<file path="src/rtl/arbitro_registro_if.sv">
// arbitro_registro_if -- bus bundle between three requesters, the arbiter and
// the register file.
//
// Signals
//   req, req_wr            per-requester request level and write flag (3 bits)
//   req_index, req_wdata   per-requester command fields, requester k at
//                          [k*W +: W]
//   gnt, ack               one-hot grant and one-cycle completion pulse
//   rdata                  last completed read data
//   reg_wr_en, reg_rd_en   one-cycle command pulses to the register file
//   reg_index, reg_wdata   latched command fields to the register file
//   reg_rd_valid, reg_rd_data  register-file read response
//   busy, timeout_err      arbiter status
//
// Modports
//   master  environment side (requesters + register file), drives the inputs
//   slave   arbiter side
interface arbitro_registro_if #(
  parameter int INDEX_W = 5,
  parameter int DATA_W  = 16
);
  logic [2:0]           req;
  logic [2:0]           req_wr;
  logic [3*INDEX_W-1:0] req_index;
  logic [3*DATA_W-1:0]  req_wdata;
  logic [2:0]           gnt;
  logic [2:0]           ack;
  logic [DATA_W-1:0]    rdata;
  logic                 reg_wr_en;
  logic                 reg_rd_en;
  logic [INDEX_W-1:0]   reg_index;
  logic [DATA_W-1:0]    reg_wdata;
  logic                 reg_rd_valid;
  logic [DATA_W-1:0]    reg_rd_data;
  logic                 busy;
  logic                 timeout_err;

  modport master (
    output req, req_wr, req_index, req_wdata, reg_rd_valid, reg_rd_data,
    input  gnt, ack, rdata, reg_wr_en, reg_rd_en, reg_index, reg_wdata,
           busy, timeout_err
  );

  modport slave (
    input  req, req_wr, req_index, req_wdata, reg_rd_valid, reg_rd_data,
    output gnt, ack, rdata, reg_wr_en, reg_rd_en, reg_index, reg_wdata,
           busy, timeout_err
  );
endinterface

</file>
<file path="src/rtl/arbitro_registro.sv">
// arbitro_registro -- round-robin arbiter giving three requesters (0 = LFSR
// writer, 1 = ALU reader, 2 = Display reader) single-transaction access to a
// register file.
//
// Ports
//   clk    rising-edge clock
//   reset  synchronous, active-high reset
//   bus    arbitro_registro_if.slave: requests, grant/ack, register-file
//          command and response, busy and timeout_err status
//
// Parameters
//   TIMEOUT_CYC  WAIT cycles before an unanswered read is aborted (2..255)
//   INDEX_W      register index width
//   DATA_W       register data width
//
// Build option
//   ARBITRO_TIMEOUT_EN  when defined, a read with no reg_rd_valid for
//                       TIMEOUT_CYC WAIT cycles completes with rdata=0 and
//                       sets the sticky timeout_err; when undefined, WAIT
//                       holds until reg_rd_valid and timeout_err is 0.
//
// Every output is a flop. Each is loaded from the next-state decode, so the
// output value lines up with the state it belongs to.
module arbitro_registro #(
  parameter int TIMEOUT_CYC = 16,
  parameter int INDEX_W     = 5,
  parameter int DATA_W      = 16
) (
  input  logic               clk,
  input  logic               reset,
  arbitro_registro_if.slave  bus
);

  typedef enum logic [1:0] {
    ST_IDLE  = 2'd0,
    ST_ISSUE = 2'd1,
    ST_WAIT  = 2'd2,
    ST_DONE  = 2'd3
  } state_t;

  state_t             state_r;
  state_t             next_state_s;
  logic [1:0]         last_winner_r;
  logic [1:0]         winner_r;
  logic [1:0]         next_winner_s;
  logic [1:0]         pick_s;
  logic               any_req_s;
  logic               start_s;
  logic               rd_capture_s;
  logic               timeout_hit_s;

  logic [2:0]         gnt_r;
  logic [2:0]         ack_r;
  logic [DATA_W-1:0]  rdata_r;
  logic               reg_wr_en_r;
  logic               reg_rd_en_r;
  logic [INDEX_W-1:0] reg_index_r;
  logic [DATA_W-1:0]  reg_wdata_r;
  logic               busy_r;

  // Requester number to one-hot grant vector.
  function automatic logic [2:0] onehot3(input logic [1:0] w);
    logic [2:0] v;
    case (w)
      2'd0:    v = 3'b001;
      2'd1:    v = 3'b010;
      2'd2:    v = 3'b100;
      default: v = 3'b000;
    endcase
    return v;
  endfunction

  // Round-robin search starting just after the previous winner.
  function automatic logic [1:0] rr_next(input logic [1:0] last, input logic [2:0] r);
    logic [1:0] w;
    case (last)
      2'd0: begin
        if (r[1])      w = 2'd1;
        else if (r[2]) w = 2'd2;
        else           w = 2'd0;
      end
      2'd1: begin
        if (r[2])      w = 2'd2;
        else if (r[0]) w = 2'd0;
        else           w = 2'd1;
      end
      default: begin
        if (r[0])      w = 2'd0;
        else if (r[1]) w = 2'd1;
        else           w = 2'd2;
      end
    endcase
    return w;
  endfunction

  assign any_req_s    = |bus.req;
  assign pick_s       = rr_next(last_winner_r, bus.req);
  assign start_s      = (state_r == ST_IDLE) && any_req_s;
  // A response is only meaningful while a read is outstanding.
  assign rd_capture_s = (state_r == ST_WAIT) && bus.reg_rd_valid;

`ifdef ARBITRO_TIMEOUT_EN
  logic [7:0] wait_cnt_r;
  logic       timeout_err_r;

  assign timeout_hit_s = (state_r == ST_WAIT) && !bus.reg_rd_valid &&
                         (wait_cnt_r == 8'(TIMEOUT_CYC - 1));

  // WAIT-cycle counter; ISSUE always precedes WAIT, so clearing there
  // restarts the count on every read.
  always_ff @(posedge clk) begin
    if (reset) begin
      wait_cnt_r <= 8'd0;
    end else if (state_r == ST_ISSUE) begin
      wait_cnt_r <= 8'd0;
    end else if (state_r == ST_WAIT) begin
      wait_cnt_r <= wait_cnt_r + 8'd1;
    end else begin
      wait_cnt_r <= wait_cnt_r;
    end
  end

  // Sticky timeout flag, cleared only by reset.
  always_ff @(posedge clk) begin
    if (reset) begin
      timeout_err_r <= 1'b0;
    end else if (timeout_hit_s) begin
      timeout_err_r <= 1'b1;
    end else begin
      timeout_err_r <= timeout_err_r;
    end
  end

  assign bus.timeout_err = timeout_err_r;
`else
  assign timeout_hit_s   = 1'b0;
  assign bus.timeout_err = 1'b0;
`endif

  // Next-state and next-winner decode.
  always_comb begin
    next_state_s  = state_r;
    next_winner_s = winner_r;
    case (state_r)
      ST_IDLE: begin
        if (any_req_s) begin
          next_state_s  = ST_ISSUE;
          next_winner_s = pick_s;
        end else begin
          next_state_s  = ST_IDLE;
        end
      end
      ST_ISSUE: begin
        if (bus.reg_wr_en) begin
          next_state_s = ST_DONE;
        end else begin
          next_state_s = ST_WAIT;
        end
      end
      ST_WAIT: begin
        if (bus.reg_rd_valid || timeout_hit_s) begin
          next_state_s = ST_DONE;
        end else begin
          next_state_s = ST_WAIT;
        end
      end
      ST_DONE: begin
        next_state_s = ST_IDLE;
      end
      default: begin
        next_state_s = ST_IDLE;
      end
    endcase
  end

  // State, winner and handshake outputs, all loaded from the next-state decode.
  always_ff @(posedge clk) begin
    if (reset) begin
      state_r       <= ST_IDLE;
      winner_r      <= 2'd0;
      last_winner_r <= 2'd2;
      gnt_r         <= 3'b000;
      ack_r         <= 3'b000;
      busy_r        <= 1'b0;
      reg_wr_en_r   <= 1'b0;
      reg_rd_en_r   <= 1'b0;
    end else begin
      state_r     <= next_state_s;
      winner_r    <= next_winner_s;
      gnt_r       <= (next_state_s != ST_IDLE) ? onehot3(next_winner_s) : 3'b000;
      ack_r       <= (next_state_s == ST_DONE) ? onehot3(next_winner_s) : 3'b000;
      busy_r      <= (next_state_s != ST_IDLE);
      // ISSUE is only ever entered from IDLE, so the start cycle decides the pulse.
      reg_wr_en_r <= start_s && bus.req_wr[pick_s];
      reg_rd_en_r <= start_s && !bus.req_wr[pick_s];
      if (state_r == ST_DONE) begin
        last_winner_r <= winner_r;
      end else begin
        last_winner_r <= last_winner_r;
      end
    end
  end

  // Command fields are captured at arbitration and held until the next one.
  always_ff @(posedge clk) begin
    if (reset) begin
      reg_index_r <= {INDEX_W{1'b0}};
      reg_wdata_r <= {DATA_W{1'b0}};
    end else if (start_s) begin
      reg_index_r <= bus.req_index[int'(pick_s)*INDEX_W +: INDEX_W];
      reg_wdata_r <= bus.req_wdata[int'(pick_s)*DATA_W +: DATA_W];
    end else begin
      reg_index_r <= reg_index_r;
      reg_wdata_r <= reg_wdata_r;
    end
  end

  // Read data register: updates only on read completion (response or timeout).
  always_ff @(posedge clk) begin
    if (reset) begin
      rdata_r <= {DATA_W{1'b0}};
    end else if (rd_capture_s) begin
      rdata_r <= bus.reg_rd_data;
    end else if (timeout_hit_s) begin
      rdata_r <= {DATA_W{1'b0}};
    end else begin
      rdata_r <= rdata_r;
    end
  end

  assign bus.gnt       = gnt_r;
  assign bus.ack       = ack_r;
  assign bus.rdata     = rdata_r;
  assign bus.reg_wr_en = reg_wr_en_r;
  assign bus.reg_rd_en = reg_rd_en_r;
  assign bus.reg_index = reg_index_r;
  assign bus.reg_wdata = reg_wdata_r;
  assign bus.busy      = busy_r;

endmodule

</file>
<file path="src/flat_wrapper.sv">
// flat-port wrapper written by rule: the top's interface ports become plain ports
module arbitro_registro_flat 
#(
  parameter int TIMEOUT_CYC = 16,
  parameter int INDEX_W     = 5,
  parameter int DATA_W      = 16
)
  (clk, reset, bus_req, bus_req_wr, bus_req_index, bus_req_wdata, bus_reg_rd_valid, bus_reg_rd_data, bus_gnt, bus_ack, bus_rdata, bus_reg_wr_en, bus_reg_rd_en, bus_reg_index, bus_reg_wdata, bus_busy, bus_timeout_err);
  arbitro_registro_if #(.INDEX_W(INDEX_W), .DATA_W(DATA_W)) bus_i ();
  input  logic clk;
  input  logic reset;
  input wire logic [$bits(bus_i.req)-1:0] bus_req;
  input wire logic [$bits(bus_i.req_wr)-1:0] bus_req_wr;
  input wire logic [$bits(bus_i.req_index)-1:0] bus_req_index;
  input wire logic [$bits(bus_i.req_wdata)-1:0] bus_req_wdata;
  input wire logic [$bits(bus_i.reg_rd_valid)-1:0] bus_reg_rd_valid;
  input wire logic [$bits(bus_i.reg_rd_data)-1:0] bus_reg_rd_data;
  output wire logic [$bits(bus_i.gnt)-1:0] bus_gnt;
  output wire logic [$bits(bus_i.ack)-1:0] bus_ack;
  output wire logic [$bits(bus_i.rdata)-1:0] bus_rdata;
  output wire logic [$bits(bus_i.reg_wr_en)-1:0] bus_reg_wr_en;
  output wire logic [$bits(bus_i.reg_rd_en)-1:0] bus_reg_rd_en;
  output wire logic [$bits(bus_i.reg_index)-1:0] bus_reg_index;
  output wire logic [$bits(bus_i.reg_wdata)-1:0] bus_reg_wdata;
  output wire logic [$bits(bus_i.busy)-1:0] bus_busy;
  output wire logic [$bits(bus_i.timeout_err)-1:0] bus_timeout_err;
  assign bus_i.req = bus_req;
  assign bus_i.req_wr = bus_req_wr;
  assign bus_i.req_index = bus_req_index;
  assign bus_i.req_wdata = bus_req_wdata;
  assign bus_i.reg_rd_valid = bus_reg_rd_valid;
  assign bus_i.reg_rd_data = bus_reg_rd_data;
  assign bus_gnt = bus_i.gnt;
  assign bus_ack = bus_i.ack;
  assign bus_rdata = bus_i.rdata;
  assign bus_reg_wr_en = bus_i.reg_wr_en;
  assign bus_reg_rd_en = bus_i.reg_rd_en;
  assign bus_reg_index = bus_i.reg_index;
  assign bus_reg_wdata = bus_i.reg_wdata;
  assign bus_busy = bus_i.busy;
  assign bus_timeout_err = bus_i.timeout_err;
  arbitro_registro #(.TIMEOUT_CYC(TIMEOUT_CYC), .INDEX_W(INDEX_W), .DATA_W(DATA_W)) u_core (.clk(clk), .reset(reset), .bus(bus_i));
endmodule
</file>
<file path="config.mk">
export PLATFORM = sky130hd
export DESIGN_NAME = arbitro_registro_flat
export DESIGN_NICKNAME = d
export VERILOG_FILES = /design/src/rtl/arbitro_registro_if.sv /design/src/rtl/arbitro_registro.sv /design/src/flat_wrapper.sv
export SDC_FILE = /design/constraint.sdc
export NUM_CORES = 1
export LEC_CHECK = 0
export ABC_AREA = 1
export BUFFER_PORTS_ARGS = -buffer_cell sky130_fd_sc_hd__clkbuf_2
export CAP_MARGIN = 20
export CELL_PAD_IN_SITES_DETAIL_PLACEMENT = 1
export CELL_PAD_IN_SITES_GLOBAL_PLACEMENT = 1
export CORE_ASPECT_RATIO = 1.2
export CORE_UTILIZATION = 32
export CTS_BUF_LIST = sky130_fd_sc_hd__clkbuf_16
export CTS_CLUSTER_SIZE = 30
export DETAILED_ROUTE_END_ITERATION = 16
export PLACE_DENSITY_LB_ADDON = 0.15
export RECOVER_POWER = 100
export SETUP_SLACK_MARGIN = 0.4
export SLEW_MARGIN = 20
export SYNTH_ARGS = -nofsm -noshare
export SYNTH_HDL_FRONTEND = slang
export SYNTH_SLANG_ARGS = --single-unit
</file>
<file path="constraint.sdc">
create_clock -name clk -period 3.46 [get_ports clk]
set_clock_uncertainty 0.2 [all_clocks]
set_input_delay 1.038 -clock clk [delete_from_list [all_inputs] [get_ports clk]]
set_output_delay 1.038 -clock clk [all_outputs]
set_load 0.05 [all_outputs]
</file>
# --- Yosys cells after proc, flatten, opt, wreduce, memory -nomap -nowiden ---
# Index checks and enable logic that the tools add are counted.
word_totals:
  reg_bits: 52
  inputBits: 88
  output_inout_bits: 47
  elab_cells: 52
classes:
  mul: 1
  order_cmp: 1
  n_eq_ne: 7
  shift: 2
  muxes: 16
  bitwise: 2
  n_reduce_logical: 12
ops:
  columns: ["operator", "count"]
  rows:
  - ["$shiftx A48 B7 Y16", 1]
  - ["$shiftx A15 B32 Y5", 1]
  - ["$mux W2", 7]
  - ["$pmux W3 S3", 1]
  - ["$eq A2 B2 Y1 const B", 4]
  - ["$pmux W2 S4", 1]
  - ["$eq A2 B1 Y1 const B", 3]
  - ["$logic_not A2 Y1", 3]
  - ["$mul A2 B3 Y5 const B", 1]
  - ["$mux W1", 5]
  - ["$logic_and A1 B1 Y1", 4]
  - ["$pmux W2 S2", 1]
  - ["$reduce_or A2 Y1", 2]
  - ["$lt A2 B3 Y1 const B", 1]
  - ["$reduce_or A3 Y1", 1]
  - ["$bmux W1 S2", 1]
  - ["$not A1 Y1", 2]
  - ["$reduce_bool A2 Y1", 1]
  - ["$logic_not A1 Y1", 1]

# --- Longest topological paths before layout ---
logic_depth:
  word_depth: 7
  depth_mapped: 8
  depth_no_buf: 8

# --- Worst setup path after synthesis ---
# No wires, ideal clock.
synth_timing:
  path_kind: "input -> register"
  from: "input bus_req[2]"
  to: "register u_core.reg_wdata_r[11] (netlist: u_core.bus.reg_wdata[11])"
  setup_time_ns: 0.120
  arrival_ns: 1.795
  required_ns: 3.140
  setup_slack_ns: 1.345
  path_stages: 7
  n_path_buf: 1
  cell_sequence: "nor2_1 nand2_1 nand2_2 inv_2 buf_2 o21ai_0 a21oi_1"
synth_between:
  elab_chain_cells: 4
  elab_cells_between_ends: 7
  cone_classes: "shift (1); mux (4); reduce/logical (2)"
synth_rtl:
  columns: ["item", "line_no", "text"]
  rows:
  - ["from (decl)", "flat_wrapper.sv:12", "input wire logic [$bits(bus_i.req)-1:0] bus_req;"]
  - ["$mux W2", "arbitro_registro.sv:79", "else if (r[2]) w = 2'd2;"]
  - ["$mux W2", "arbitro_registro.sv:78", "if (r[1]) w = 2'd1;"]
  - ["$pmux W2 S2", "arbitro_registro.sv:76", "case (last)"]
  - ["$shiftx A48 B7 Y16", "arbitro_registro.sv:211", "reg_wdata_r <= bus.req_wdata[int'(pick_s)*DATA_W +: DATA_W];"]
  - ["to (signal assigned)", "arbitro_registro.sv:208", "reg_wdata_r <= {DATA_W{1'b0}};"]
  - ["to (signal assigned)", "arbitro_registro.sv:211", null]
  - ["to (signal assigned)", "arbitro_registro.sv:214", "reg_wdata_r <= reg_wdata_r;"]
  - ["to (decl)", "arbitro_registro.sv:58", "logic [DATA_W-1:0] reg_wdata_r;"]
# Parallel ways exist; a longest one is shown, timed or not.
# A chain may end at the register's enable or synchronous reset.

# --- Worst setup path after layout ---
layout_timing:
  from: "input bus_req[1]"
  to: "register u_core.reg_rd_en_r (netlist: u_core.bus.reg_rd_en)"
layout_between:
  elab_chain_cells: 7
  elab_cells_between_ends: 10
  cone_classes: "mux (6); reduce/logical (4)"
layout_rtl:
  columns: ["item", "line_no", "text"]
  rows:
  - ["$mux W2", "arbitro_registro.sv:89", "else if (r[1]) w = 2'd1;"]
  - ["$mux W2", "arbitro_registro.sv:88", "if (r[0]) w = 2'd0;"]
  - ["$pmux W2 S2", "arbitro_registro.sv:76", null]
  - ["$bmux W1 S2", "arbitro_registro.sv:195", "reg_rd_en_r <= start_s && !bus.req_wr[pick_s];"]
  - ["$mux W1 (implied by the code)", "arbitro_registro.sv:195", null]
  - ["$logic_not A1 Y1", "arbitro_registro.sv:195", null]
  - ["$logic_and A1 B1 Y1 *", "arbitro_registro.sv:195", null]
  - ["to (signal assigned)", "arbitro_registro.sv:195", null]
  - ["to (decl)", "arbitro_registro.sv:56", "logic reg_rd_en_r;"]
# Mark *: on every way between the ends. The rest lies on a longest branch, timed or not. The select of a mux whose other input is x is not followed.

==> summary.txt <==
Status: finished, final reports clean
First-pass GRT wire length: 13700 um
Fmax: 352 MHz
Ys async rst share: 0
Rows: 35
Hold_buf cts: 0
DP HPWL: 5960 um
Yosys top cell area share: 0.412
Post-Syn Nets: 458
Register bit total from synthesis: 52
RSZ-0062 raised after global routing: false
Max-cap viol count: 0
Fin area: 3350 um2
Place WS: 0.558 ns
DRC: 0
Routed length per instance: 14.2 um
Fin nets: 581
Chip width: 83.1 um
Gpl congestion: 0.794
Number of synthesized flops with an enable pin: 0
Final wirelength: 8270 um
Post-CTS setup buffers: 0
CORE AREA: 7660 um2
Leakage: 0.00169 uW
Pin count of the biggest net entering global routing: 40
Setup crit end kind: flip-flop
Slew @ Worst Pin: 0.763 ns
Mean Syn Cell Area: 6.92 um2
CTS Buf Count: 5
Post_cts resized: 0
Clk root buf: clkbuf_16
Post-synthesis cell count: 365
Critical path arrival: 2.87 ns
Number of global-route vias before repair: 2875
Cell variety after synth: 21
Worst-Skew Late Latency: 0.29 ns
Antenna diodes: 0
CP required: 3.49 ns
Overflow after GRT: 0
Port bufs: 133
Die ar.: 8260 um2
Dpl cell area: 3240 um2
Worst Hold Class: reg -> reg
CTS tree: done
DRT Pass-1 Iters: 4
Commonest cells post-synth: 55 x inv_1, 52 x dfxtp_1, 47 x nor2_1, 46 x a21oi_1, 39 x o21ai_0
Final setup margin: 0.616 ns
Placed cells: 573
PwrDens: 742 nW/um2
Worst Path Max Fanout: 24
R2R setup slack: 1.14 ns
Fin crit share: 0.822
P&R area growth vs syn: 32.4%
Initial Util: 0.330
Initial antenna violation count: 0
Fin cells: 581
Antenna violation net count after detailed routing: 0
Count leader, synth: inv_1
Top-level I/O count: 135
Slew Limit Headroom: 0.491
Pins over their slew limit: 0
Synth top area cells: dfxtp_1 41%, a21oi_1 9.1%, inv_1 8.2%, o21ai_0 7.7%, nor2_1 7.0%
GR Util All Layers: 0.205
Sequential fraction of the synthesis area: 0.412
Post-synth top flop: dfxtp_1
CP Class: in -> reg
Vias after detailed routing: 2850
Initial DRC Count: 55
Ratio of cells with drive above 1 in the final layout: 0.221
Worst VDD drop: 0.339 mV
CTS max path bufs: 2
Setup TNS Final: 0 ns
Clock Sinks: 52
Post-Syn Area: 2530 um2
Hold Violations, Final: 0
Vias per cell: 4.91
Final Critical Period: 2.84 ns
Die H: 99.3 um
Final Setup Violations: 0
Crit path launch type: input port
Yosys warns: 0
Area leader, netlist: dfxtp_1
Clock slew at the register clock pins of the worst setup and hold paths: 0.07 ns
H-tree depth: 2
cells by family after synthesis:
group | share of synthesized area
simple gates | 0.248
compound gates | 0.181
buf+inv | 0.133
flops | 0.412
fa+ha+maj | 0.0248
other cells | 0.00148
layout by cell type, fill, tap and decap left out:
cell,instances
clkbuf_2,85
inv_1,56
dfxtp_1,52
clkbuf_1,48
nor2_1,47
a21oi_1,46
o21ai_0,41
nand2_1,38
nand3_1,24
nand4_1,22
buf_4,6
ha_1,5
clkbuf_16,5
inv_2,3
nand2_2,2
nand3_2,1
nand3_4,1
nor2_2,1
o21ai_4,1
o21ai_1,1
conb_1,1
inv_6,1
clkinvlp_4,1
bufinv_16,1
worst max-delay path: stages:
cell and delay [ns]:
clkbuf_2 0.12, inv_1 0.13, nor2_2 0.06, o21ai_4 0.54, inv_1 0.56, nand3_1 0.26
nand2_1 0.07, nor2_1 0.08
registers in the layout, indices dropped and copies added (netlist names):
signal and count:
u_core.bus.rdata 16, u_core.bus.reg_wdata 16, u_core.bus.reg_index 5, u_core.bus.ack 3, u_core.bus.gnt 3, u_core.last_winner_r 2
u_core.state_r 2, u_core.winner_r 2, u_core.bus.busy 1, u_core.bus.reg_rd_en 1, u_core.bus.reg_wr_en 1
layer usage:
metal,vias up,part of all wire,global-route usage
li1,1426,-,-
met5,-,0,0
met3,7,0.052,0.0423
met2,90,0.49,0.368
met4,0,0.0099,0.0570
met1,1327,0.45,0.248
where the power goes:
group          switching, uW  internal (uW)  total [uW]
Clock                    230            344         575
Sequential              71.2            743         814
Combinational            847            246        1090
area by class of cell:
type,instances,area [um2]
clock inverters,3,46.3
multi-input cells,231,1150
fillers,1050,4320
repair buffers,139,651
inverters,59,221
flip-flops and latches,52,1040
well taps,92,115
clock buffers,5,125
per-stage QoR:
step	total power, uW	util	hold WS (ns)
global route	2650	0.437	0.306
detailed placement	1960	0.422	0.273
global placement	1940	0.422	0.260
finish	2480	0.437	0.280
CTS	2540	0.445	0.290
floorplan	1670	-	0.232
path summary, 6_finish.rpt:
check	start	to	cells after the start
setup / recovery	bus_req[1]	u_core.bus.reg_rd_en	8
hold / removal	u_core.bus.rdata[2]	u_core.bus.rdata[2]	2
setup reg to reg	u_core.last_winner_r[1]	u_core.bus.reg_rd_en	7
hold reg to reg	u_core.bus.rdata[2]	u_core.bus.rdata[2]	2
Power figures use the tool's default switching activity.
